[src/rtl/fetch_decode_regs.sv]
// rtl/fetch_decode_regs.sv - Y86-64 F/D pipeline registers and fetch PC select
// Optional perf counters are built when PIPE_PERF_CNT_EN is defined.
module fetch_decode_regs #(
  parameter int ADDR_W = 64,
  parameter int CNT_W  = 32
) (
  input  logic              clk,
  input  logic              rst_n,
  input  logic              F_stall,
  input  logic              D_stall,
  input  logic              D_bubble,
  input  logic [3:0]        M_icode,
  input  logic              M_Cnd,
  input  logic [ADDR_W-1:0] M_valA,
  input  logic [3:0]        W_icode,
  input  logic [ADDR_W-1:0] W_valM,
  input  logic [2:0]        f_stat,
  input  logic [3:0]        f_icode,
  input  logic [3:0]        f_ifun,
  input  logic [3:0]        f_rA,
  input  logic [3:0]        f_rB,
  input  logic [ADDR_W-1:0] f_valC,
  input  logic [ADDR_W-1:0] f_valP,
  input  logic [ADDR_W-1:0] f_predPC,
  output logic [ADDR_W-1:0] f_pc,
  output logic [ADDR_W-1:0] F_predPC,
  output logic [2:0]        D_stat,
  output logic [3:0]        D_icode,
  output logic [3:0]        D_ifun,
  output logic [3:0]        D_rA,
  output logic [3:0]        D_rB,
  output logic [ADDR_W-1:0] D_valC,
  output logic [ADDR_W-1:0] D_valP
`ifdef PIPE_PERF_CNT_EN
  ,
  output logic [CNT_W-1:0]  perf_f_stall_cnt,
  output logic [CNT_W-1:0]  perf_d_bubble_cnt,
  output logic [CNT_W-1:0]  perf_fetch_cnt
`endif
);

  localparam logic [2:0] SAOK     = 3'd1;
  localparam logic [3:0] I_NOP    = 4'h1;
  localparam logic [3:0] I_JXX    = 4'h7;
  localparam logic [3:0] I_RET    = 4'h9;
  localparam logic [3:0] R_NONE   = 4'hF;

  // A not-taken jump reaching M means the taken prediction was wrong.
  always_comb begin
    f_pc = F_predPC;
    if (M_icode == I_JXX && !M_Cnd)
      f_pc = M_valA;
    else if (W_icode == I_RET)
      f_pc = W_valM;
  end

  always_ff @(posedge clk) begin
    if (!rst_n)
      F_predPC <= '0;
    else if (!F_stall)
      F_predPC <= f_predPC;
  end

  always_ff @(posedge clk) begin
    if (!rst_n || (!D_stall && D_bubble)) begin
      D_stat  <= SAOK;
      D_icode <= I_NOP;
      D_ifun  <= 4'h0;
      D_rA    <= R_NONE;
      D_rB    <= R_NONE;
      D_valC  <= '0;
      D_valP  <= '0;
    end else if (!D_stall) begin
      D_stat  <= f_stat;
      D_icode <= f_icode;
      D_ifun  <= f_ifun;
      D_rA    <= f_rA;
      D_rB    <= f_rB;
      D_valC  <= f_valC;
      D_valP  <= f_valP;
    end
  end

`ifdef PIPE_PERF_CNT_EN
  localparam logic [CNT_W-1:0] CNT_MAX = '1;

  always_ff @(posedge clk) begin
    if (!rst_n) begin
      perf_f_stall_cnt  <= '0;
      perf_d_bubble_cnt <= '0;
      perf_fetch_cnt    <= '0;
    end else begin
      if (F_stall && perf_f_stall_cnt != CNT_MAX)
        perf_f_stall_cnt <= perf_f_stall_cnt + 1'b1;
      if (D_bubble && !D_stall && perf_d_bubble_cnt != CNT_MAX)
        perf_d_bubble_cnt <= perf_d_bubble_cnt + 1'b1;
      if (!D_stall && !D_bubble && f_icode != I_NOP && perf_fetch_cnt != CNT_MAX)
        perf_fetch_cnt <= perf_fetch_cnt + 1'b1;
    end
  end
`endif

endmodule

[config.mk]
export PLATFORM = sky130hd
export DESIGN_NAME = fetch_decode_regs
export DESIGN_NICKNAME = d
export VERILOG_FILES = /design/src/rtl/fetch_decode_regs.sv
export SDC_FILE = /design/constraint.sdc
export NUM_CORES = 1
export LEC_CHECK = 0
export CAP_MARGIN = 20
export CORE_AREA = 8 8 239 241
export CTS_CLUSTER_DIAMETER = 100
export DETAILED_ROUTE_END_ITERATION = 8
export DIE_AREA = 0 0 247 249
export SLEW_MARGIN = 20
export SYNTH_ARGS = -nofsm -noshare
export SYNTH_HDL_FRONTEND = slang
export SYNTH_SLANG_ARGS = --single-unit
[constraint.sdc]
create_clock -name clk -period 3.9 [get_ports clk]
set_clock_uncertainty 0.2 [all_clocks]
set_input_delay 1.17 -clock clk [delete_from_list [all_inputs] [get_ports clk]]
set_output_delay 1.17 -clock clk [all_outputs]
set_load 0.02 [all_outputs]
-- Word-level counts from Yosys, hierarchy flattened
Cells that the tools add are included.
- output and inout port bits: 275
- register bits after elaboration: 211
- input port bits: 353
- memories: 0
- latch bits: 0
- bits in writable memories: 0
- bits in read-only memories: 0
- eq/ne operators: 2
- divide/modulo/power cells: 0
- shift operators: 0
- $mul: 0
- reduce and logical (&&, ||, !) cells: 6
- bitwise logic cells: 0
- magnitude comparators: 0
- mux-type cells: 2
- add/sub/neg operators: 0
- operators by type and width (kind ; number):
    64-bit 2-to-1 mux ; 2
    4-bit by 3-bit equality test with 1-bit output, second input constant ; 1
    4-bit equality test, second input constant ; 1
    1-bit logical NOT ; 3
    1-bit logical AND ; 2
    1-bit logical OR ; 1

-- Longest topological paths before layout
- depth in word-level cells: 3
- mapped depth: 5
- gate-level depth less buffers: 3

-- Worst setup path before layout
OpenSTA, ideal clock, no wires.
- path type: input to output
- start point: input port W_icode[2]
- end point: output port f_pc[10]
- buffers on the path: 2
- arrival: 2.367 ns
- cell stages on the path: 5
- path slack: 0.163 ns
- path through: and4bb_4 buf_12 buf_12 mux2_4 mux2_4
- word-level cells in the longest chain between the ends: 3
- ends and longest elaborated chain (element ; line ; RTL):
    start, declared ; 15 ; input logic [3:0] W_icode,
    4-bit equality test ; 53 ; else if (W_icode == I_RET)
    64-bit 2-to-1 mux ; 53 ;
    64-bit 2-to-1 mux ; 51 ; if (M_icode == I_JXX && !M_Cnd)
    end, declared ; 25 ; output logic [ADDR_W-1:0] f_pc,
No other way between the ends.

-- Final worst setup path
- start point: input port W_icode[0]
- end point: output port f_pc[62]
The elaborated chain is that of the path after synthesis.

==> results.sh <==
export IMPL_critPathCaptureType="output port"
export IMPL_detail_route_wl_per_cell_um=21.1
export IMPL_drv_slew=0
export IMPL_p_leak_nw=7.61
export IMPL_syn_to_final_growth_pct=86.9
export IMPL_worstPathArrival_ps=2770
export IMPL_rows=85
export IMPL_clk_latency_ps=520
export IMPL_worst_setup_path_type="input port to output port"
export IMPL_required_ps=2530
export IMPL_synth_area_um2=9620
export IMPL_clk_pin_slew_worst_paths_ps=60
export IMPL_vias_per_cell=3.93
export IMPL_dp_hpwl_mm=36.2
export IMPL_core_region_area_um2=53300
export IMPL_rsz0062_at_grt="true"
export IMPL_root_buffer="clkbuf_16"
export IMPL_fin_ws_ps=-239
export IMPL_first_iter_violations=250
export IMPL_min_period_ps=4140
export IMPL_final_hold_violation_count=0
export IMPL_post_place_cells=2109
export IMPL_setup_viol=64
export IMPL_slowest_delay_ps=310
export IMPL_hold_depth=2
export IMPL_hold_path_class="flip-flop to flip-flop"
export IMPL_grt_pass1_wl_mm=64.6
export IMPL_power_density_nw_per_um2=337
export IMPL_start_util_pct=18.1
export IMPL_outcome="finished, violations left"
export IMPL_slew_headroom_pct=53.4
export IMPL_dpl_cell_area_um2=16600
export IMPL_drc=0
export IMPL_io_buffers=627
export IMPL_start_kind="input port"
export IMPL_drive_gt1_share_pct=18.5
export IMPL_die_w_um=247
export IMPL_peakVddDrop_v=0.000273
export IMPL_critPathMaxFanout=5
export IMPL_place_ws_ps=-894
export IMPL_cts_made_buffers=25
export IMPL_cts_tree="yes"
export IMPL_cts_max_level=1
export IMPL_critical_path_slowest_cell="mux2_4"
export IMPL_grt_max_degree=78
export IMPL_fmax_ghz=0.242
export IMPL_violations="setup timing"
export IMPL_final_area_um2=18000
export IMPL_ios=628
export IMPL_synthDistinctLibCells=16
export IMPL_die_area_um2=61500
export IMPL_layout_nets=1813
export IMPL_grt_ovfl_total=0
export IMPL_final_cells=2185
export IMPL_clock_sinks=211
export IMPL_r2r_cells=2
export IMPL_die_h_um=249
export IMPL_fin_util_pct=33.7
export IMPL_drt_pre_antenna_iters=4
export IMPL_track_usage_pct=13.9
export IMPL_path_cells="clkdlybuf4s15_1 -> and4bb_4 -> buf_6 -> buf_6 -> buf_16 -> mux2_4 -> mux2_4 -> buf_8"
export IMPL_cap_violations=0
export IMPL_syn_num_nets=1180
export IMPL_synthCells=827
export IMPL_tns_ps=-9740
export IMPL_finalCritPeriodShare_pct=106
export IMPL_synth_seq_cells=211
export IMPL_yosysSeqAreaShare_pct=43.9
export IMPL_first_global_vias=9208
export IMPL_vias=8591
export IMPL_synth_warnings=0
export IMPL_cts_max_path_buffers=3
export IMPL_avgSynthCellArea_um2=11.6
export IMPL_antenna_found_initial=19
export IMPL_gp_congestion=0.803
export IMPL_cts_hold_buf=0
export IMPL_worstMarginPinSlew_ps=699
export IMPL_drt_total_wl_mm=46.2
export IMPL_ant_nets=0
[what timing repair did]
action                                  4_1_cts  5_1_grt
pin swaps                                     3        2
gates cloned                                  9        2
resized for setup                           384       43
buffers inserted                             12        7
endpoints found under the hold margin         0        0
endpoints found under the setup margin       64       64
[flip-flops by register name, indices dropped and copies added (netlist names)]
register and count:
D_icode 4, D_ifun 4, D_rA 4, D_rB 4
D_stat 3, D_valC 64, D_valP 64, F_predPC 64
[Yosys cell counts]
cell / instances / area [um2]
nand2_1: 11 / 41.3
buf_12: 7 / 140
o21ai_0: 1 / 5.00
mux2_2: 4 / 45.0
clkbuf_1: 11 / 41.3
inv_1: 1 / 3.75
nor2_1: 137 / 514
mux2_4: 120 / 1800
and4bb_4: 1 / 16.3
dfxtp_1: 211 / 4220
o21a_1: 1 / 7.51
mux2i_1: 211 / 2110
and4bb_1: 1 / 12.5
nor2b_1: 64 / 400
buf_2: 42 / 210
mux2_1: 4 / 45.0
[layout by cell type, fill, tap and decap left out]
master             n
diode_2           15
mux2i_1          211
dlygate4sd2_1      3
inv_1              1
nor2b_1           64
clkdlybuf4s15_1    3
and4bb_4           2
clkbuf_2           1
nand2_1           10
nand2_8            2
clkinv_4           1
clkdlybuf4s50_1  551
dfxtp_1          211
bufinv_16          1
clkinv_2           2
o21a_1             1
buf_4              8
clkbuf_1           9
buf_8              8
mux2_4           128
buf_12            12
buf_6             69
nor2_1           137
o21ai_4            1
buf_16             6
clkbuf_16         27
buf_2              1
clkbuf_8           4
[where the power goes]
group	leakage [nW]	switching, mW	total [mW]	internal, mW
sequential	1.73	0.0846	2.36	2.27
clock	0.366	0.921	2.22	1.30
combinational	5.51	0.604	1.49	0.881
total	7.61	1.61	6.06	4.45
[final cells by class]
type / count / area (um2)
fillers: 5313 / 35300
repair buffers: 665 / 7010
clock buffers: 37 / 701
inverters: 1 / 3.75
clock inverters: 4 / 48.8
well taps: 696 / 871
multi-input cells: 556 / 5080
diodes: 15 / 37.5
flip-flops and latches: 211 / 4220
[logic make-up (layout without fill, tap and decap cells)]
kind of cell           Yosys count  after routing  share of synthesized area, %
muxes                          339            339                          41.6
and+or+nand+nor                214            215                          10.2
DFF                            211            211                          43.9
buffers and inverters           61            707                          4.11
AOI/OAI and AO/OA                2              2                         0.130
other                            0             15                             0
[routing by layer]
| layer | up-vias | share of wire [%] | GRT usage (%) |
|---|---|---|---|
| met5 | - | 0.11 | 0 |
| met4 | 8 | 2.5 | 6.04 |
| met3 | 61 | 12 | 6.75 |
| met2 | 402 | 50 | 24.3 |
| met1 | 4011 | 35 | 13.8 |
| li1 | 4109 | - | - |
[per-stage QoR]
stage,hold WS (ps),power (mW)
2_1_floorplan,390,3.03
3_3_place_gp,258,3.83
3_5_place_dp,263,3.85
4_1_cts,275,6.19
5_1_grt,302,6.36
6_report,272,6.06
[critical path: cells and delay by family]
family / cells / cell delay [ps]
buf+inv: 5 / 700
mux: 2 / 600
simple gates: 1 / 270
[path summary, 6_finish.rpt]
check                           slack (ps)    startpoint           end
worst max-delay path                  -240    W_icode[0]      f_pc[62]
worst min-delay path                   270       D_rB[0]       D_rB[0]
worst min register to register         270       D_rB[0]       D_rB[0]
worst max register to register        2940  F_predPC[25]  F_predPC[25]
(Power assumes the default switching activity.)
